===== src/rtl/rr_arbiter_n_if.sv =====
`default_nettype none
// ============================================================================
// Module      : rr_arbiter_n_if
// Description : Request/grant bundle between requesters and rr_arbiter_n.
// Revision    : 1.0 - initial release
// ============================================================================
interface rr_arbiter_n_if #(
  parameter int NUM_REQ = 4
);
  localparam int ID_W = (NUM_REQ > 1) ? $clog2(NUM_REQ) : 1;

  logic [NUM_REQ-1:0] req;
  logic [NUM_REQ-1:0] gnt;
  logic [ID_W-1:0]    gnt_id;
  logic               busy;
  logic               preempt;

  modport master (
    output req,
    input  gnt,
    input  gnt_id,
    input  busy,
    input  preempt
  );

  modport slave (
    input  req,
    output gnt,
    output gnt_id,
    output busy,
    output preempt
  );
endinterface
`default_nettype wire


===== src/rtl/rr_arbiter_n.sv =====
`default_nettype none
// ============================================================================
// Module      : rr_arbiter_n
// Description : N-way arbiter, round-robin or fixed priority, with direct
//               handover and bounded hold time (preemption).
// Revision    : 1.0 - initial release
// ============================================================================
module rr_arbiter_n #(
  parameter int NUM_REQ   = 4,
  parameter int MAX_HOLD  = 8,
  parameter int PRIO_MODE = 0
) (
  input  logic          clock,
  input  logic          reset,
  rr_arbiter_n_if.slave arb
);
  localparam int ID_W        = (NUM_REQ > 1) ? $clog2(NUM_REQ) : 1;
  localparam int HC_W        = (MAX_HOLD > 1) ? $clog2(MAX_HOLD) : 1;
  localparam int HOLD_LAST_I = (MAX_HOLD > 0) ? MAX_HOLD - 1 : 0;
  localparam logic [HC_W-1:0] HOLD_LAST = HC_W'(HOLD_LAST_I);
  localparam logic [ID_W-1:0] PTR_RESET = ID_W'(NUM_REQ - 1);

  typedef enum logic [1:0] {
    S_IDLE  = 2'b01,
    S_GRANT = 2'b10
  } state_t;

  state_t             state, state_d;
  logic [NUM_REQ-1:0] gnt_q, gnt_d;
  logic [ID_W-1:0]    gnt_id_q, gnt_id_d;
  logic               busy_q;
  logic               preempt_q, preempt_d;
  logic [HC_W-1:0]    hold_cnt, hold_d;
  logic [ID_W-1:0]    rr_ptr, ptr_d;

  logic [NUM_REQ-1:0] others;
  logic               owner_req;
  logic [ID_W-1:0]    win_all, win_oth;

  // Descending scans so the highest-priority candidate is written last.
  function automatic logic [ID_W-1:0] pick_winner(
    input logic [NUM_REQ-1:0] cand,
    input logic [ID_W-1:0]    ptr
  );
    logic [ID_W-1:0] win;
    int              idx;
    win = '0;
    if (PRIO_MODE != 0) begin
      for (int i = NUM_REQ - 1; i >= 0; i--) begin
        if (cand[ID_W'(i)]) win = ID_W'(i);
      end
    end else begin
      for (int k = NUM_REQ; k >= 1; k--) begin
        idx = (int'(ptr) + k) % NUM_REQ;
        if (cand[ID_W'(idx)]) win = ID_W'(idx);
      end
    end
    return win;
  endfunction

  always_comb begin
    state_d   = state;
    gnt_d     = gnt_q;
    gnt_id_d  = gnt_id_q;
    preempt_d = 1'b0;
    hold_d    = hold_cnt;
    ptr_d     = rr_ptr;
    others    = arb.req & ~gnt_q;
    owner_req = |(arb.req & gnt_q);
    win_all   = pick_winner(arb.req, rr_ptr);
    win_oth   = pick_winner(others, rr_ptr);

    case (state)
      S_IDLE: begin
        if (|arb.req) begin
          state_d  = S_GRANT;
          gnt_d    = NUM_REQ'(1) << win_all;
          gnt_id_d = win_all;
          hold_d   = '0;
          if (PRIO_MODE == 0) ptr_d = win_all;
        end
      end
      S_GRANT: begin
        if (!owner_req) begin
          if (|others) begin
            gnt_d    = NUM_REQ'(1) << win_oth;
            gnt_id_d = win_oth;
            hold_d   = '0;
            if (PRIO_MODE == 0) ptr_d = win_oth;
          end else begin
            state_d  = S_IDLE;
            gnt_d    = '0;
            gnt_id_d = '0;
            hold_d   = '0;
          end
        end else if ((MAX_HOLD != 0) && (hold_cnt == HOLD_LAST) && (|others)) begin
          gnt_d     = NUM_REQ'(1) << win_oth;
          gnt_id_d  = win_oth;
          hold_d    = '0;
          preempt_d = 1'b1;
          if (PRIO_MODE == 0) ptr_d = win_oth;
        end else if (hold_cnt != HOLD_LAST) begin
          // Saturates at HOLD_LAST so a lone owner never wraps into a preempt.
          hold_d = hold_cnt + HC_W'(1);
        end
      end
      default: begin
        state_d  = S_IDLE;
        gnt_d    = '0;
        gnt_id_d = '0;
        hold_d   = '0;
      end
    endcase
  end

  always_ff @(posedge clock) begin
    if (reset) begin
      state     <= S_IDLE;
      gnt_q     <= '0;
      gnt_id_q  <= '0;
      busy_q    <= 1'b0;
      preempt_q <= 1'b0;
      hold_cnt  <= '0;
      rr_ptr    <= PTR_RESET;
    end else begin
      state     <= state_d;
      gnt_q     <= gnt_d;
      gnt_id_q  <= gnt_id_d;
      busy_q    <= |gnt_d;
      preempt_q <= preempt_d;
      hold_cnt  <= hold_d;
      rr_ptr    <= ptr_d;
    end
  end

  assign arb.gnt     = gnt_q;
  assign arb.gnt_id  = gnt_id_q;
  assign arb.busy    = busy_q;
  assign arb.preempt = preempt_q;
endmodule
`default_nettype wire


===== src/flat_wrapper.sv =====
// flat-port wrapper written by rule: the top's interface ports become plain ports
module rr_arbiter_n_flat 
#(
  parameter int NUM_REQ   = 4,
  parameter int MAX_HOLD  = 8,
  parameter int PRIO_MODE = 0
)
  (clock, reset, arb_req, arb_gnt, arb_gnt_id, arb_busy, arb_preempt);
  rr_arbiter_n_if #(.NUM_REQ(NUM_REQ)) arb_i ();
  input  logic clock;
  input  logic reset;
  input wire logic [$bits(arb_i.req)-1:0] arb_req;
  output wire logic [$bits(arb_i.gnt)-1:0] arb_gnt;
  output wire logic [$bits(arb_i.gnt_id)-1:0] arb_gnt_id;
  output wire logic [$bits(arb_i.busy)-1:0] arb_busy;
  output wire logic [$bits(arb_i.preempt)-1:0] arb_preempt;
  assign arb_i.req = arb_req;
  assign arb_gnt = arb_i.gnt;
  assign arb_gnt_id = arb_i.gnt_id;
  assign arb_busy = arb_i.busy;
  assign arb_preempt = arb_i.preempt;
  rr_arbiter_n #(.NUM_REQ(NUM_REQ), .MAX_HOLD(MAX_HOLD), .PRIO_MODE(PRIO_MODE)) u_core (.clock(clock), .reset(reset), .arb(arb_i));
endmodule

===== config.mk =====
export PLATFORM = sky130hd
export DESIGN_NAME = rr_arbiter_n_flat
export DESIGN_NICKNAME = d
export VERILOG_FILES = /design/src/rtl/rr_arbiter_n_if.sv /design/src/rtl/rr_arbiter_n.sv /design/src/flat_wrapper.sv
export SDC_FILE = /design/constraint.sdc
export NUM_CORES = 1
export LEC_CHECK = 0
export BUFFER_PORTS_ARGS = -buffer_cell sky130_fd_sc_hd__buf_4
export CAP_MARGIN = 30
export CORE_MARGIN = 5
export CORE_UTILIZATION = 55
export CTS_CLUSTER_DIAMETER = 40
export DETAILED_ROUTE_END_ITERATION = 7
export GPL_TIMING_DRIVEN = 0
export PLACE_DENSITY = 0.78
export SKIP_LAST_GASP = 1
export SYNTH_ARGS = -nofsm -noshare
export SYNTH_HDL_FRONTEND = slang
export SYNTH_SLANG_ARGS = --single-unit

===== constraint.sdc =====
create_clock -name clock -period 2.3 [get_ports clock]
set_clock_uncertainty 0.05 [all_clocks]
set_input_delay 0.115 -clock clock [delete_from_list [all_inputs] [get_ports clock]]
set_output_delay 0.115 -clock clock [all_outputs]
set_load 0.02 [all_outputs]

==> flow_metrics.env <==
export IMPL_dpl_hpwl_mm=1.80
export IMPL_cts_sinks=15
export IMPL_arrival_ns=2.17
export IMPL_power_density_nw_per_um2=988
export IMPL_regArea_sq_um=300
export IMPL_start_util_pct=59.1
export IMPL_io_buffer_count=11
export IMPL_area_growth_syn_to_layout_pct=13.7
export IMPL_synth_mux_area_share_pct=0.971
export IMPL_cts_root_buf="clkbuf_4"
export IMPL_cts_made_buffers=3
export IMPL_yosysWarnings=0
export IMPL_core_area_sq_um=1750
export IMPL_irDropWorstVdd_mv=0.683
export IMPL_cp_required_ns=2.42
export IMPL_synth_fp_nets=138
export IMPL_r2r_end="u_core.arb.gnt_id[0]$_SDFFE_PP0P_"
export IMPL_wl_per_cell_um=13.8
export IMPL_final_common_cell="dfxtp_1"
export IMPL_grt_total_usage_pct=18.6
export IMPL_status="finished clean"
export IMPL_io_pins=14
export IMPL_hold_class="input port to flop"
export IMPL_yosys_area_top_type="dfxtp_1"
export IMPL_hold_violations=0
export IMPL_synth_cell_types=42
export IMPL_r2r_start="u_core.arb.gnt[2]$_SDFF_PP0_"
export IMPL_start_kind="flop"
export IMPL_cts_tree="yes"
export IMPL_final_cells=168
export IMPL_fin_crit_ns=2.05
export IMPL_netlist_instances=128
export IMPL_htree_num_levels=1
export IMPL_worstHoldEndpoint="u_core.state[1]$_SDFFE_PP0P_"
export IMPL_fin_crit_sh_pct=89.3
export IMPL_synthXorXnorAreaFrac_pct=0
export IMPL_drt_iter0_drc=28
export IMPL_yosys_area_share_simple_pct=23.8
export IMPL_cts_resized=0
export IMPL_fillers=162
export IMPL_worst_setup_path_type="flop to flop"
export IMPL_antenna_found_initial=0
export IMPL_nNetsFinal=154
export IMPL_placementRows=15
export IMPL_setup_tns_ns=0
export IMPL_grt_max_degree=11
export IMPL_fmax_ghz=0.487
export IMPL_synth_compound_area_share_pct=35.1
export IMPL_end_kind="flop"
export IMPL_ctsHoldBuffers=0
export IMPL_drtPass1Iterations=4
export IMPL_power_mw=1.16
export IMPL_finalSetupViolCount=0
export IMPL_min_from="reset"
export IMPL_clk_pin_slew_ns=0.09
export IMPL_grt_pass1_vias=917
export IMPL_drc=0
export IMPL_synth_area_sq_um=1030
export IMPL_final_cell_mix="dfxtp_1 (15), nand2_1 (13), buf_4 (11), a21oi_1 (10), nor2_1 (8)"
export IMPL_ys_seq_elements=15
export IMPL_maxCapViolCount=0
export IMPL_post_place_cells=164
export IMPL_dieArea_sq_um=2840
export IMPL_diodes=0
export IMPL_clkLatencyLatePin_ns=0.28
export IMPL_leakagePower_nw=0.480
export IMPL_hold_depth=2
export IMPL_rrSetupSlack_ns=0.25
export IMPL_seq_area_frac_synth_pct=29.1
export IMPL_grt_pass1_wl_mm=3.87
export IMPL_rsz0062_at_grt="no"
export IMPL_netlist_top_cells_area="dfxtp_1 (29%), a21oi_1 (4.9%), ha_1 (4.9%)"
export IMPL_drive_gt1_share_pct=17.5
export IMPL_vias=1019
export IMPL_critPathMaxFanout=6
export IMPL_vias_per_cell=6.07
export IMPL_die_w_um=53.3
export IMPL_relSlewSlack_pct=45.1
export IMPL_ys_flop_type="dfxtp_1"
export IMPL_synth_top_family_by_area="compound AO/OA/AOI/OAI gates"
export IMPL_synth_top_cell_area_share_pct=29.1
export IMPL_wirelength_mm=2.31
export IMPL_multi_input_area_sq_um=667
export IMPL_drt_antenna_violating_nets=0
export IMPL_worst_pin_slew_ns=0.816
export IMPL_avgSynthCellArea_sq_um=8.05
export IMPL_finalMaxSlewViolations=0
export IMPL_async_flop_share_pct=0
export IMPL_die_h_um=53.3
export IMPL_cts_setup_buffers=0
export IMPL_reg2reg_depth=7
export IMPL_gp_congestion=0.856
export IMPL_synth_edff_count=0
export IMPL_cts_max_path_buffers=2
export IMPL_grt_overflow_total=0
export IMPL_synth_fa_ha_area_share_pct=4.85
-- cell usage after synthesis (all sizes together) (4+ instances only) --
cell    instances
dfxtp          15
nor2            8
o21ai           7
inv             7
or2             4
ha              4
a21oi          11
o211ai          5
nand2          13
-- critical path: stages (launching register included) --
cell and delay, ns:
dfxtp_1 0.41, and2b_1 0.24, or4b_4 0.56, a21oi_2 0.25, or2_1 0.15, buf_6 0.12
or3_1 0.10, a21oi_1 0.06
-- registers in the layout, indices dropped and copies added, names as in the netlist --
name and flops:
u_core.rr_ptr 2, u_core.hold_cnt 3, u_core.arb.busy 1, u_core.state 2
u_core.arb.preempt 1, u_core.arb.gnt 4, u_core.arb.gnt_id 2
-- worst max path at each step --
| stage | end | cells after the start | slack [ns] | startpoint |
|---|---|---|---|---|
| 2_1_floorplan | u_core.arb.gnt_id[0]$_SDFFE_PP0P_ | 7 | 0.35 | u_core.arb.gnt[2]$_SDFF_PP0_ |
| 3_3_place_gp | u_core.arb.gnt_id[0]$_SDFFE_PP0P_ | 7 | 0.33 | u_core.arb.gnt[2]$_SDFF_PP0_ |
| 3_5_place_dp | u_core.arb.gnt_id[0]$_SDFFE_PP0P_ | 7 | 0.32 | u_core.arb.gnt[2]$_SDFF_PP0_ |
| 4_1_cts | u_core.arb.gnt_id[0]$_SDFFE_PP0P_ | 7 | 0.30 | u_core.arb.gnt[2]$_SDFF_PP0_ |
| 5_1_grt | u_core.arb.gnt[3]$_SDFF_PP0_ | 7 | 0.18 | u_core.arb.gnt[1]$_SDFF_PP0_ |
| 6_report | u_core.arb.gnt_id[0]$_SDFFE_PP0P_ | 7 | 0.25 | u_core.arb.gnt[2]$_SDFF_PP0_ |
-- power breakdown --
part / internal, mW / total (mW) / switching [mW]
registers: 0.322 / 0.367 / 0.0459
logic: 0.274 / 0.645 / 0.372
clock network: 0.0646 / 0.146 / 0.0813
total: 0.660 / 1.16 / 0.499
-- final cells by class --
type | count | share of cell area [%]
flip-flops and latches | 15 | 25.6
clock inverters | 1 | 0.427
clock buffers | 3 | 1.92
multi-input cells | 100 | 56.9
repair buffers | 11 | 7.04
well taps | 25 | 2.67
plain buffers | 6 | 3.20
inverters | 7 | 2.24
-- kinds of logic after synthesis --
logic type | after synthesis
and+or+nand+nor | 46
adders and majority gates | 4
DFF | 15
buffers and inverters | 13
AOI/OAI and AO/OA | 49
muxes | 1
-- per-layer routing --
metal  GRT usage (%)  wire length (um)  vias to the layer above  share of wire [%]
li1                -                 -                      504                  -
met1            22.4              1070                      484                 46
met2            30.2              1100                       29                 48
met3            7.04               132                        2                5.7
met4            5.53                12                        0               0.52
met5               0                 0                        -                  0
-- per-stage QoR --
stage	worst slack, ns	instance area [sq um]	hold slack, ns	util [%]
after floorplan	0.351	1030	0.349	-
after global placement	0.330	1140	0.391	65.6
after detailed placement	0.322	1140	0.398	65.6
after CTS	0.295	1170	0.100	67.2
after global routing	0.185	1170	0.119	67.2
final	0.245	1170	0.106	67.2
No activity file was read; power rests on OpenSTA's default activity.
